**src/rtl/jmr_pkg.sv**
```systemverilog
// Purpose: shared types and constants for the JMR fetch sequencer.
//   - state encoding (FETCH/DECODE/EXEC, visible on STATE for debug)
//   - instruction field layout and JMR opcode default
//   - condition-code encoding used by the downstream jump decoder
//   - helper that sign-extends the 4-bit relative jump offset
package jmr_pkg;

  localparam int unsigned XLEN    = 16;
  localparam int unsigned OPC_W   = 5;
  localparam int unsigned COND_W  = 3;
  localparam int unsigned X_W     = 4;
  localparam int unsigned OFF_W   = 4;
  localparam int unsigned STATE_W = 2;

  localparam logic [OPC_W-1:0] JMR_OPCODE_DEFAULT = 5'b11000;

  // Instruction field slices.
  localparam int unsigned OPC_MSB  = 15;
  localparam int unsigned OPC_LSB  = 11;
  localparam int unsigned COND_MSB = 10;
  localparam int unsigned COND_LSB = 8;
  localparam int unsigned X_MSB    = 7;
  localparam int unsigned X_LSB    = 4;
  localparam int unsigned OFF_MSB  = 3;
  localparam int unsigned OFF_LSB  = 0;

  typedef enum logic [STATE_W-1:0] {
    FETCH  = 2'd0,
    DECODE = 2'd1,
    EXEC   = 2'd2
  } state_t;

  // Condition codes evaluated by the JMR decoder.
  typedef enum logic [COND_W-1:0] {
    COND_ZERO    = 3'd0,
    COND_NONZERO = 3'd1,
    COND_EQ      = 3'd2,
    COND_NE      = 3'd3,
    COND_LT      = 3'd4,
    COND_LE      = 3'd5,
    COND_BIT     = 3'd6,
    COND_CARRY   = 3'd7
  } cond_t;

  // Instruction word layout; field order matches the slice constants above.
  typedef struct packed {
    logic [OPC_W-1:0] opcode;
    cond_t            cond;
    logic [X_W-1:0]   x;
    logic [OFF_W-1:0] offset;
  } instr_t;

  // Sign-extend the relative jump offset to PC width (range -8..+7).
  function automatic logic [XLEN-1:0] sext_offset(input logic [OFF_W-1:0] off);
    return {{(XLEN-OFF_W){off[OFF_W-1]}}, off};
  endfunction

endpackage

```
**src/rtl/jmr_fetch_sequencer_if.sv**
```systemverilog
// Purpose: bundle of the sequencer's memory handshake and decoder/datapath
// signals.
//   master : the sequencer (drives fetch request, IR, PC, debug state)
//   slave  : memory / decoder / datapath side
interface jmr_fetch_sequencer_if;
  import jmr_pkg::*;

  logic               IMEM_REQ;
  logic [XLEN-1:0]    IMEM_ADDR;
  logic [XLEN-1:0]    IMEM_RDATA;
  logic               IMEM_ACK;
  logic [XLEN-1:0]    INSTR;
  logic               JUMP;
  logic               EXEC_DONE;
  logic               STALL;
  logic [XLEN-1:0]    PC;
  logic               IS_JMR;
  logic [STATE_W-1:0] STATE;

  modport master (
    output IMEM_REQ, IMEM_ADDR, INSTR, PC, IS_JMR, STATE,
    input  IMEM_RDATA, IMEM_ACK, JUMP, EXEC_DONE, STALL
  );

  modport slave (
    input  IMEM_REQ, IMEM_ADDR, INSTR, PC, IS_JMR, STATE,
    output IMEM_RDATA, IMEM_ACK, JUMP, EXEC_DONE, STALL
  );

endinterface

```
**src/rtl/jmr_pc_next.sv**
```systemverilog
// Purpose: next-PC computation (combinational).
//   pc        : current program counter
//   offset    : IR[3:0], signed relative jump offset
//   take      : 1 = take relative jump, 0 = sequential PC+1
//   next_pc_c : resulting PC, modulo 2^16
module jmr_pc_next
  import jmr_pkg::*;
(
  input  logic [XLEN-1:0]  pc,
  input  logic [OFF_W-1:0] offset,
  input  logic             take,
  output logic [XLEN-1:0]  next_pc_c
);

  logic [XLEN-1:0] step;

  // Jump target is relative to the JMR instruction's own address.
  always_comb begin
    step = XLEN'(1);
    if (take) begin
      step = sext_offset(offset);
    end
    next_pc_c = pc + step;
  end

endmodule

```
**src/rtl/jmr_fetch_sequencer.sv**
```systemverilog
// Purpose: fetch/decode/execute sequencer and program counter feeding the
// JMR jump decoder.
//   CLK, RESET : clock, asynchronous active-high reset
//   bus        : master side of jmr_fetch_sequencer_if
//     IMEM_REQ/IMEM_ADDR/IMEM_RDATA/IMEM_ACK : instruction fetch handshake
//     INSTR/IS_JMR/JUMP                      : IR to decoder, decoder result
//     EXEC_DONE/STALL                        : datapath completion and hold
//     PC/STATE                               : program counter, debug state
// All outputs come straight from registers (or a decode of registers).
module jmr_fetch_sequencer
  import jmr_pkg::*;
#(
  parameter logic [XLEN-1:0]  RESET_PC   = 16'h0000,
  parameter logic [OPC_W-1:0] JMR_OPCODE = JMR_OPCODE_DEFAULT
) (
  input  logic                  CLK,
  input  logic                  RESET,
  jmr_fetch_sequencer_if.master bus
);

  state_t          state;
  logic [XLEN-1:0] pc;
  instr_t          ir;
  logic            is_jmr;
  logic            take;
  logic [XLEN-1:0] next_pc;

  assign is_jmr = (ir.opcode == JMR_OPCODE);
  // JUMP only matters for a JMR; it is sampled solely at the EXEC exit edge.
  assign take   = is_jmr & bus.JUMP;

  jmr_pc_next u_pc_next (
    .pc        (pc),
    .offset    (ir.offset),
    .take      (take),
    .next_pc_c (next_pc)
  );

  // Sequencer state, PC and IR.
  always_ff @(posedge CLK or posedge RESET) begin
    if (RESET) begin
      state <= FETCH;
      pc    <= RESET_PC;
      ir    <= '0;
    end else begin
      case (state)
        FETCH: begin
          // STALL has no effect here: a started fetch always completes.
          if (bus.IMEM_ACK) begin
            ir    <= instr_t'(bus.IMEM_RDATA);
            state <= DECODE;
          end
        end
        DECODE: begin
          // One full cycle for the decoder and register read to settle.
          if (!bus.STALL) begin
            state <= EXEC;
          end
        end
        EXEC: begin
          // STALL overrides EXEC_DONE; a JMR never waits for EXEC_DONE.
          if (!bus.STALL && (is_jmr || bus.EXEC_DONE)) begin
            pc    <= next_pc;
            state <= FETCH;
          end
        end
        default: begin
          state <= FETCH;
        end
      endcase
    end
  end

  assign bus.IMEM_REQ  = (state == FETCH);
  assign bus.IMEM_ADDR = pc;
  assign bus.INSTR     = ir;
  assign bus.PC        = pc;
  assign bus.IS_JMR    = is_jmr;
  assign bus.STATE     = STATE_W'(state);

endmodule

```
**src/flat_wrapper.sv**
```systemverilog
// flat-port wrapper written by rule: the top's interface ports become plain ports
module jmr_fetch_sequencer_flat import jmr_pkg::*;
#(
  parameter logic [XLEN-1:0]  RESET_PC   = 16'h0000,
  parameter logic [OPC_W-1:0] JMR_OPCODE = JMR_OPCODE_DEFAULT
)
  (CLK, RESET, bus_IMEM_REQ, bus_IMEM_ADDR, bus_INSTR, bus_PC, bus_IS_JMR, bus_STATE, bus_IMEM_RDATA, bus_IMEM_ACK, bus_JUMP, bus_EXEC_DONE, bus_STALL);
  jmr_fetch_sequencer_if bus_i ();
  input  logic CLK;
  input  logic RESET;
  output wire logic [$bits(bus_i.IMEM_REQ)-1:0] bus_IMEM_REQ;
  output wire logic [$bits(bus_i.IMEM_ADDR)-1:0] bus_IMEM_ADDR;
  output wire logic [$bits(bus_i.INSTR)-1:0] bus_INSTR;
  output wire logic [$bits(bus_i.PC)-1:0] bus_PC;
  output wire logic [$bits(bus_i.IS_JMR)-1:0] bus_IS_JMR;
  output wire logic [$bits(bus_i.STATE)-1:0] bus_STATE;
  input wire logic [$bits(bus_i.IMEM_RDATA)-1:0] bus_IMEM_RDATA;
  input wire logic [$bits(bus_i.IMEM_ACK)-1:0] bus_IMEM_ACK;
  input wire logic [$bits(bus_i.JUMP)-1:0] bus_JUMP;
  input wire logic [$bits(bus_i.EXEC_DONE)-1:0] bus_EXEC_DONE;
  input wire logic [$bits(bus_i.STALL)-1:0] bus_STALL;
  assign bus_IMEM_REQ = bus_i.IMEM_REQ;
  assign bus_IMEM_ADDR = bus_i.IMEM_ADDR;
  assign bus_INSTR = bus_i.INSTR;
  assign bus_PC = bus_i.PC;
  assign bus_IS_JMR = bus_i.IS_JMR;
  assign bus_STATE = bus_i.STATE;
  assign bus_i.IMEM_RDATA = bus_IMEM_RDATA;
  assign bus_i.IMEM_ACK = bus_IMEM_ACK;
  assign bus_i.JUMP = bus_JUMP;
  assign bus_i.EXEC_DONE = bus_EXEC_DONE;
  assign bus_i.STALL = bus_STALL;
  jmr_fetch_sequencer #(.RESET_PC(RESET_PC), .JMR_OPCODE(JMR_OPCODE)) u_core (.CLK(CLK), .RESET(RESET), .bus(bus_i));
endmodule
```
**config.mk**
```make
export PLATFORM = sky130hd
export DESIGN_NAME = jmr_fetch_sequencer_flat
export DESIGN_NICKNAME = d
export VERILOG_FILES = /design/src/rtl/jmr_pkg.sv /design/src/rtl/jmr_fetch_sequencer_if.sv /design/src/rtl/jmr_pc_next.sv /design/src/rtl/jmr_fetch_sequencer.sv /design/src/flat_wrapper.sv
export SDC_FILE = /design/constraint.sdc
export NUM_CORES = 1
export LEC_CHECK = 0
export BUFFER_PORTS_ARGS = -buffer_cell sky130_fd_sc_hd__buf_4
export CORE_MARGIN = 2
export CORE_UTILIZATION = 54
export DETAILED_ROUTE_END_ITERATION = 8
export HOLD_SLACK_MARGIN = 0.03
export PLACE_DENSITY = 0.95
export SETUP_SLACK_MARGIN = 0.5
export SLEW_MARGIN = 40
export SYNTH_ARGS = -nofsm -noshare
export SYNTH_HDL_FRONTEND = slang
export SYNTH_HIERARCHICAL = 1
export SYNTH_SLANG_ARGS = --single-unit
```
**constraint.sdc**
```tcl
create_clock -name CLK -period 6.3 [get_ports CLK]
set_input_delay 0.63 -clock CLK [delete_from_list [all_inputs] [get_ports CLK]]
set_output_delay 0.63 -clock CLK [all_outputs]
set_load 0.03 [all_outputs]
```
Word-level counts from Yosys, hierarchy flattened
Cells that the tools add are included.
{"block": "totals", "regBits": 34, "input_bits": 22, "output_inout_bits": 52, "wordCells": 26}
{"block": "classes", "n_addsub": 1, "eq_ne": 6, "n_mux": 5, "bitwise_logic": 1, "n_reduce_logical": 7}
{"cell": "16-bit adder", "n": 1}
{"cell": "16-bit two-way mux", "n": 1}
{"cell": "2-bit two-way mux", "n": 3}
{"cell": "2-bit case mux with 3 select lines", "n": 1}
{"cell": "5-bit equality test, second input constant", "n": 1}
{"cell": "2-bit by 1-bit != test with 1-bit output, second input constant", "n": 2}
{"cell": "2-bit AND reduction", "n": 2}
{"cell": "3-bit AND reduction", "n": 1}
{"cell": "2-bit by 1-bit equality test with 1-bit output, second input constant", "n": 1}
{"cell": "2-bit equality test, second input constant", "n": 1}
{"cell": "2-bit logical NOT", "n": 1}
{"cell": "2-bit != test, second input constant", "n": 1}
{"cell": "1-bit AND", "n": 1}
{"cell": "1-bit logical AND", "n": 1}
{"cell": "1-bit logical NOT", "n": 1}
{"cell": "1-bit logical OR", "n": 1}

Logic depth before layout (Yosys ltp)
Gate-level depths: netlist (run 1).
{"block": "logic_depth", "depth_word": 5, "ltp_mapped": 12, "ltp_nobuf": 12}

By module
Netlist (run 1), hierarchy kept.
{"mod": "jmr_fetch_sequencer", "n_inst": 1, "cells_each": 99, "area_each_um2": 1467.7}
{"mod": "jmr_pc_next", "n_inst": 1, "cells_each": 97, "area_each_um2": 680.7}

Least setup slack after synthesis (run 1)
No wires, ideal clock.
{"block": "synth_timing", "path_kind": "register to register", "start": "reg u_core.ir (netlist bit u_core/bus.INSTR[11])", "end": "reg u_core.pc[14], in the netlist u_core/bus.IMEM_ADDR[14]", "setup_ps": 125, "t_arrival_ps": 3057, "slack_ps": 3118, "stages_incl_launch_ff": 13, "n_path_buf": 0, "period_less_slack_ps": 3182, "path_cell_list": "dfrtp_1 > nor4b_4 > and3_2 > or2b_1 > ha_1 > fa_1 > a21oi_1 > o21ai_0 > a21oi_1 > nor2_1 > mux2i_1 > xnor2_1 > mux2_2"}
{"block": "synth_between", "elab_chain_cells": 4, "word_cells_on_any_way": 7, "classes_between": "1 x add/sub; 1 x eq/ne; 1 x mux; 1 x bitwise; 3 x reduce/logical"}
{"item": "from (decl)", "line_no": "jmr_fetch_sequencer.sv:23", "rtl": "instr_t ir;"}
{"item": "from (signal assigned)", "line_no": "jmr_fetch_sequencer.sv:50", "rtl": "ir <= instr_t'(bus.IMEM_RDATA);"}
{"item": "5-bit equality test", "line_no": "jmr_fetch_sequencer.sv:28", "rtl": "assign is_jmr = (ir.opcode == JMR_OPCODE);"}
{"item": "1-bit AND", "line_no": "jmr_fetch_sequencer.sv:30", "rtl": "assign take = is_jmr & bus.JUMP;"}
{"item": "via u_core.take", "line_no": "jmr_fetch_sequencer.sv:25", "rtl": "logic take;"}
{"item": "16-bit two-way mux", "line_no": "jmr_pc_next.sv:20", "rtl": "if (take) begin"}
{"item": "16-bit adder", "line_no": "jmr_pc_next.sv:23", "rtl": "next_pc_c = pc + step;"}
{"item": "via u_core.next_pc[14]", "line_no": "jmr_fetch_sequencer.sv:26", "rtl": "logic [XLEN-1:0] next_pc;"}
{"item": "to (signal assigned)", "line_no": "jmr_fetch_sequencer.sv:63", "rtl": "pc <= next_pc;"}
{"item": "to (decl)", "line_no": "jmr_fetch_sequencer.sv:22", "rtl": "logic [XLEN-1:0] pc;"}
The timed path passes the listed nets, and every way through them passes these cells.
A chain may end at the register's enable or synchronous reset.

Final worst setup path (run 1)
{"block": "layout_timing", "start": "reg u_core.ir (netlist bit u_core/bus.INSTR[11])", "end": "reg u_core.pc[12], in the netlist u_core/bus.IMEM_ADDR[12]"}
Same word-level chain as after synthesis.

==> results of run 1 <==
## power by group through the flow
stage          combinational (mW)  sequential (mW)  clock (mW)
3_3_place_gp                0.651            0.409           0
2_1_floorplan               0.319            0.554           0
6_report                    0.660            0.412       0.167
4_1_cts                     0.663            0.413       0.172
5_1_grt                     0.699            0.429       0.179
3_5_place_dp                0.661            0.416           0
## routing by layer
layer	vias to the layer above	wire, um	global-route usage, %
met5	-	0	0
met4	0	72	11.0
met3	7	370	6.08
met2	83	2170	37.3
met1	778	1930	25.8
li1	802	-	-
## tightest hold or removal path: cells and delay by family
| kind | cells | cell delay (ns) |
|---|---|---|
| buffers and inverters | 3 | 0.53 |
## kinds of logic (layout without fill, tap and decap cells)
| logic type | after synthesis | count (layout) | synth area share [%] |
|---|---|---|---|
| AND/OR/NAND/NOR | 55 | 55 | 16.9 |
| multiplexers | 35 | 35 | 18.2 |
| flip-flops | 34 | 34 | 39.6 |
| AO/OA/AOI/OAI | 28 | 28 | 8.10 |
| buffers and inverters | 25 | 83 | 8.39 |
| XOR/XNOR | 15 | 15 | 6.12 |
| adder cells (fa/ha/maj) | 4 | 4 | 2.68 |
## final timing paths
check,to,from
max,u_core/bus.IMEM_ADDR[12],u_core/bus.INSTR[11]
min,u_core/bus.IMEM_ADDR[0],RESET
max reg2reg,u_core/bus.IMEM_ADDR[12],u_core/bus.INSTR[11]
min reg2reg,u_core/bus.STATE[0],u_core/bus.STATE[1]
max in group asynchronous,u_core/bus.IMEM_ADDR[2],RESET
min in group CLK,u_core/bus.STATE[0],u_core/bus.STATE[1]
## flip-flops by register name, indices dropped and copies added, names as in the netlist
name / count
u_core/bus.IMEM_ADDR: 16
u_core/bus.STATE: 2
u_core/bus.INSTR: 16
## synth_stat cells, drive strengths merged (2+ instances only)
cell	n	area share, %
a211oi	2	0.93
or2b	2	0.70
and2	6	1.8
or3	2	0.82
nor3	9	3.3
xnor2	10	4.1
nand3	9	2.1
mux2i	3	1.4
nor2	10	2.1
nand2	6	1.3
mux2	32	17
and3	5	1.5
a31oi	2	0.58
xor2	5	2.0
ha	3	1.7
buf	23	8.0
o21ai	7	1.6
dfrtp	34	40
o22ai	2	0.58
a21oi	10	2.5
## final cells by class
class / instances / area [sq um]
Multi-Input combinational cell: 137 / 1120
Clock inverter: 1 / 5.00
Timing Repair Buffer: 74 / 556
Inverter: 1 / 3.75
Sequential cell: 34 / 851
Tap cell: 48 / 60.1
Fill cell: 274 / 1060
Clock buffer: 7 / 86.3
==> load_flow_metrics.sql, run 1 <==
INSERT INTO impl_metrics (metric_group, metric, value, unit) VALUES
('placed_design', 'detailedPlace.worstSlack', '3.03', 'ns'),
('grt', 'vias_in_the_first_global_route', '1658', ''),
('critical_path', 'path_delay_family', 'simple AND/OR/NAND/NOR gates', ''),
('critical_path', 'critical_path_required', '6.47', 'ns'),
('power_and_ir_drop', 'power_switching_share', '45.9', '%'),
('grt', 'globalRouteOverflowTotal', '0', ''),
('routing', 'num_vias', '1670', ''),
('critical_path', 'instance_count_on_the_critical_path', '11', ''),
('logic_synthesis', 'synthesis.area', '2150', 'sq um'),
('logic_synthesis', 'post_synth_num_cell_types', '46', ''),
('sta', 'post_route_setup_tns', '0', 'ns'),
('routing', 'routed_wire_length_per_instance', '15.1', 'um'),
('sta', 'worst-slew-pin-transition', '0.780', 'ns'),
('critical_path', 'worst_reg2reg_path_depth', '11', ''),
('clock_network', 'clk_sink_count', '34', ''),
('power_and_ir_drop', 'power.static_leakage', '1.30', 'nW'),
('sta', 'finalSetupViolCount', '0', ''),
('critical_path', 'library_cell_contributing_the_largest_single_delay_on_the_critical_path', 'fa_1', ''),
('sta', 'max_slew_headroom_at_the_worst_pin', '47.8', '%'),
('power_and_ir_drop', 'power_report.internal_total', '0.669', 'mW'),
('critical_path', 'critical_path_max_stage_delay', '0.43', 'ns'),
('clock_network', 'cts_max_level', '2', ''),
('critical_path', 'crit_path_end_kind', 'flop', ''),
('power_and_ir_drop', 'totalPowerFinal', '1.24', 'mW'),
('routing', 'route.detailed.drc', '0', ''),
('placed_design', 'gp_congestion', '0.840', ''),
('sta', 'hold_violations_final', '0', ''),
('logic_synthesis', 'synthesized_area_per_cell', '11.0', 'sq um'),
('logic_synthesis', 'synthesis.nets', '222', ''),
('grt', 'first_pass_grt_wire_length', '7380', 'um'),
('floorplan', 'floorplan_die_height', '67.1', 'um'),
('cells_and_area', 'fin_util', '71.6', '%'),
('clock_network', 'cts.repair_timing.setup_buffer_count', '0', ''),
('sta', 'finalCritPeriodShare', '52.9', '%'),
('logic_synthesis', 'yosys_register_bits', '34', ''),
('logic_synthesis', 'syn_inst', '196', ''),
('placed_design', 'numPortBuffers', '73', ''),
('sta', 'setup_slack', '2.97', 'ns'),
('clock_network', 'clk-insertion-delay-late', '0.29', 'ns'),
('critical_path', 'worstPathCellList', 'nor4b_4 > and3_2 > or2b_1 > ha_1 > fa_1 > a21oi_1 > a31oi_1 > o21ai_1 > o21ai_0 > xor2_1 > mux2_2', ''),
('outcome', 'run_status', 'complete, no violations', ''),
('cells_and_area', 'antennaDiodeCount', '0', ''),
('floorplan', 'dieArea', '4500', 'sq um'),
('sta', 'final-max-slew-violation-count', '0', ''),
('logic_synthesis', 'synthArstFlopShare', '100', '%'),
('logic_synthesis', 'ys.warnings.count', '6', ''),
('routing', 'drtPass1Iterations', '4', ''),
('floorplan', 'floorplan.core_area', '3740', 'sq um'),
('cells_and_area', 'num-nets-final', '279', ''),
('clock_network', 'cts_hold_repair.buffers', '0', ''),
('power_and_ir_drop', 'ir_worst_vdd', '0.434', 'mV'),
('power_and_ir_drop', 'net-switching-power', '0.569', 'mW'),
('routing', 'final_wirelength', '4550', 'um'),
('floorplan', 'io_pins', '74', ''),
('clock_network', 'clock_tree.buffer_depth', '2', ''),
('floorplan', 'floorplan.rows', '22', ''),
('power_and_ir_drop', 'power.combinational.fraction', '53.3', '%'),
('cells_and_area', 'area_delta_synth_final', '24.7', '%'),
('grt', 'track_usage', '22.2', '%'),
('critical_path', 'critPathArrivalTime', '3.50', 'ns'),
('power_and_ir_drop', 'reg_power_share', '33.3', '%'),
('clock_network', 'worst_setup_hold_path_clk_slew', '0.07', 'ns'),
('min_path', 'min_path_type', 'in2async', ''),
('routing', 'initialDrtViolationCount', '43', ''),
('cells_and_area', 'stdcell_count', '302', ''),
('critical_path', 'startpoint_class', 'flop', ''),
('clock_network', 'cts-buffers-inserted', '5', ''),
('logic_synthesis', 'synth-edff-count', '0', ''),
('cells_and_area', 'layout_common_cells', 'buf_4 (74), dfrtp_1 (34), mux2_2 (32), xnor2_1 (10)', ''),
('critical_path', 'path_max_fanout', '6', ''),
('floorplan', 'initial_core_util', '57.4', '%');
No activity file was read; power rests on OpenSTA's default activity.
==> inputs of run 2 (changes only) <==
--- a/config.mk
+++ b/config.mk
@@ -7,10 +7,10 @@
 export LEC_CHECK = 0
 export BUFFER_PORTS_ARGS = -buffer_cell sky130_fd_sc_hd__buf_4
 export CORE_MARGIN = 2
-export CORE_UTILIZATION = 54
+export CORE_UTILIZATION = 45
 export DETAILED_ROUTE_END_ITERATION = 8
 export HOLD_SLACK_MARGIN = 0.03
-export PLACE_DENSITY = 0.95
+export PLACE_DENSITY = 0.87
 export SETUP_SLACK_MARGIN = 0.5
 export SLEW_MARGIN = 40
 export SYNTH_ARGS = -nofsm -noshare
==> constraint.sdc (replaced) <==
create_clock -name CLK -period 2.9 [get_ports CLK]
set_input_delay 0.29 -clock CLK [delete_from_list [all_inputs] [get_ports CLK]]
set_output_delay 0.29 -clock CLK [all_outputs]
set_load 0.03 [all_outputs]
==> run 2 against run 1 <==
The flow now finishes with violations (negative setup slack). Sequential share of layout area shrank 3.7 points. Sequential power is 120% higher. Design area increased by 14%. Clock skew shrank 0.00099 ns. First-iteration DRC count rose by 140%. Global-route usage down 3.3 points. Cell count increased by 7.9%. Utilization decreased by 6.3 points. Critical path depth is 1 higher. Critical path type unchanged. Wire length increased by 26%. Highest routed layer unchanged. Combinational power grew to 2.5 times the previous value.
==> load_flow_metrics.sql, run 2 (synthesis results as in run 1) <==
INSERT INTO impl_metrics (metric_group, metric, value, unit) VALUES
('critical_path', 'startpoint_class', 'flop', ''),
('clock_network', 'clk_sink_count', '34', ''),
('sta', 'grt_setup_unrepaired', 'yes', ''),
('floorplan', 'floorplan.rows', '25', ''),
('clock_network', 'cts_max_level', '2', ''),
('routing', 'final_wirelength', '5720', 'um'),
('min_path', 'min_path_type', 'in2async', ''),
('routing', 'routed_wire_length_per_instance', '17.6', 'um'),
('floorplan', 'initial_core_util', '46.1', '%'),
('routing', 'initialDrtViolationCount', '103', ''),
('power_and_ir_drop', 'power_report.internal_total', '1.57', 'mW'),
('routing', 'num_vias', '1836', ''),
('cells_and_area', 'fin_util', '65.3', '%'),
('routing', 'drtPass1Iterations', '5', ''),
('floorplan', 'floorplan.core_area', '4660', 'sq um'),
('sta', 'final.setup_skew', '0.00290', 'ns'),
('grt', 'first_pass_grt_wire_length', '7780', 'um'),
('sta', 'post_route_setup_tns', '-0.384', 'ns'),
('cells_and_area', 'final_common_cell', 'buf_4', ''),
('clock_network', 'cts-buffers-inserted', '5', ''),
('power_and_ir_drop', 'power_switching_share', '46.7', '%'),
('sta', 'setup_slack', '-0.156', 'ns'),
('power_and_ir_drop', 'power-per-cell-area', '967', 'nW/um^2'),
('placed_design', 'numPortBuffers', '73', ''),
('floorplan', 'io_pins', '74', ''),
('sta', 'worst-slew-pin-transition', '0.732', 'ns'),
('cells_and_area', 'num-nets-final', '297', ''),
('grt', 'globalRouteOverflowTotal', '0', ''),
('placed_design', 'place.detailed.instances', '306', ''),
('grt', 'vias_in_the_first_global_route', '1673', ''),
('sta', 'max_slew_headroom_at_the_worst_pin', '51.2', '%'),
('outcome', 'failed_checks', 'negative setup slack', ''),
('job', 'maxCapViolCount', '0', ''),
('grt', 'grt_start_max_net_pins', '19', ''),
('critical_path', 'critical_path_required', '3.08', 'ns'),
('sta', 'final-max-slew-violation-count', '0', ''),
('power_and_ir_drop', 'clk_pwr_share', '12.7', '%'),
('clock_network', 'cts_hold_repair.buffers', '0', ''),
('power_and_ir_drop', 'reg_power_share', '30.6', '%'),
('sta', 'finalCritPeriodShare', '105', '%'),
('cells_and_area', 'post_route_cells_drive_above_1_share', '65.1', '%'),
('placed_design', 'hpwl', '3400', 'um'),
('sta', 'period_minus_slack', '3.06', 'ns'),
('cells_and_area', 'layout_common_cells', 'buf_4 (89), dfrtp_1 (32), mux2_2 (26), xnor2_1 (10)', ''),
('power_and_ir_drop', 'ir_worst_vdd', '0.760', 'mV'),
('critical_path', 'critPathArrivalTime', '3.23', 'ns'),
('routing', 'ant_nets', '0', ''),
('outcome', 'run_status', 'finished with violations', ''),
('sta', 'fin_worst_hold_slack', '0.0939', 'ns'),
('placed_design', 'gp_congestion', '0.837', ''),
('routing', 'vias_per_cell', '5.63', ''),
('routing', 'route.detailed.drc', '0', ''),
('critical_path', 'path_class', 'reg2reg', ''),
('cells_and_area', 'antennaDiodeCount', '0', ''),
('cells_and_area', 'stdcell_count', '326', ''),
('clock_network', 'clk-insertion-delay-late', '0.29', 'ns'),
('clock_network', 'clock_tree.buffer_depth', '2', ''),
('floorplan', 'dieArea', '5340', 'sq um'),
('power_and_ir_drop', 'net-switching-power', '1.37', 'mW'),
('clock_network', 'worst_setup_hold_path_clk_slew', '0.07', 'ns'),
('clock_network', 'root_buffer', 'clkbuf_8', ''),
('sta', 'finalSetupViolCount', '5', ''),
('cells_and_area', 'area_delta_synth_final', '41.6', '%'),
('critical_path', 'crit_path_end_kind', 'flop', ''),
('sta', 'max_freq', '327', 'MHz'),
('power_and_ir_drop', 'power.combinational.fraction', '56.6', '%'),
('floorplan', 'floorplan_die_height', '73.1', 'um'),
('placed_design', 'placed_cell_area', '2690', 'sq um'),
('cells_and_area', 'final_cell_area', '3040', 'sq um'),
('floorplan', 'floorplan.die.width', '73.1', 'um'),
('sta', 'hold_violations_final', '0', ''),
('clock_network', 'tritoncts', 'yes', ''),
('grt', 'track_usage', '18.9', '%'),
('grt', 'grt_antenna_before_repair', '0', ''),
('critical_path', 'path_max_fanout', '4', ''),
('power_and_ir_drop', 'power.static_leakage', '1.40', 'nW'),
('cells_and_area', 'fillerInstances', '324', '');
[run 2: layout make-up]
| class | count | area [sq um] | share of cell area, % |
|---|---|---|---|
| timing repair buffer | 92 | 702 | 23.1 |
| clock inverter | 2 | 12.5 | 0.411 |
| clock buffer | 6 | 82.6 | 2.71 |
| multi-input combinational | 137 | 1320 | 43.4 |
| inverter | 1 | 3.75 | 0.123 |
| sequential | 34 | 853 | 28.0 |
| tap | 54 | 67.6 | 2.22 |
[run 2: critical path: stages (launching register included)]
cell     delay, ns
dfrtp_2       0.42
nor4b_4       0.31
and3_4        0.22
or2b_1        0.24
ha_2          0.19
fa_2          0.37
a21oi_4       0.22
a31oi_1       0.17
o21ai_2       0.20
buf_4         0.15
o21ai_2       0.06
xor2_1        0.14
mux2_4        0.26
[run 2: final timing paths]
| path | end | slack, ns | start | depth (start not counted) |
|---|---|---|---|---|
| max | u_core/bus.IMEM_ADDR[12] | -0.16 | u_core/bus.INSTR[11] | 12 |
| min | u_core/bus.INSTR[6] | 0.09 | RESET | 2 |
| max reg2reg | u_core/bus.IMEM_ADDR[12] | -0.16 | u_core/bus.INSTR[11] | 12 |
| min reg2reg | u_core/bus.INSTR[6] | 0.52 | u_core/bus.INSTR[6] | 1 |
| max in group asynchronous | u_core/bus.INSTR[12] | 2.07 | RESET | 3 |
| min in group CLK | u_core/bus.INSTR[9] | 0.23 | bus_IMEM_RDATA[9] | 2 |
[run 2: routing by layer]
metal | wire, um | track usage [%] | part of all wire (%) | vias to the layer above
li1 | - | - | - | 829
met2 | 2900 | 32.0 | 51 | 92
met1 | 2260 | 22.5 | 40 | 901
met4 | 121 | 8.23 | 2.1 | 0
met5 | 0 | 0 | 0 | -
met3 | 443 | 4.97 | 7.7 | 14
[run 2: metrics by stage]
step           power [mW]  setup WS, ns
4_1_cts              2.84        0.0495
2_1_floorplan        1.93       -0.0566
3_3_place_gp         2.38        0.0476
5_1_grt              3.08        -0.230
6_report             2.94        -0.156
3_5_place_dp         2.42       -0.0250
[run 2: power by group through the flow]
stage                     Combinational, mW  Clock, mW  Sequential (mW)
after global placement                 1.49          0            0.893
after CTS                              1.57      0.380            0.896
final                                  1.67      0.375            0.902
after floorplan                       0.721          0             1.21
after detailed placement               1.51          0            0.905
after global routing                   1.74      0.403            0.935
[run 2: timing repair]
item | 4_1_cts | 5_1_grt
pin swaps | 8 | 16
resized for setup | 11 | 28
setup buffers | 3 | 9
gates cloned | 0 | 0
setup endpoints to repair | 12 | 14
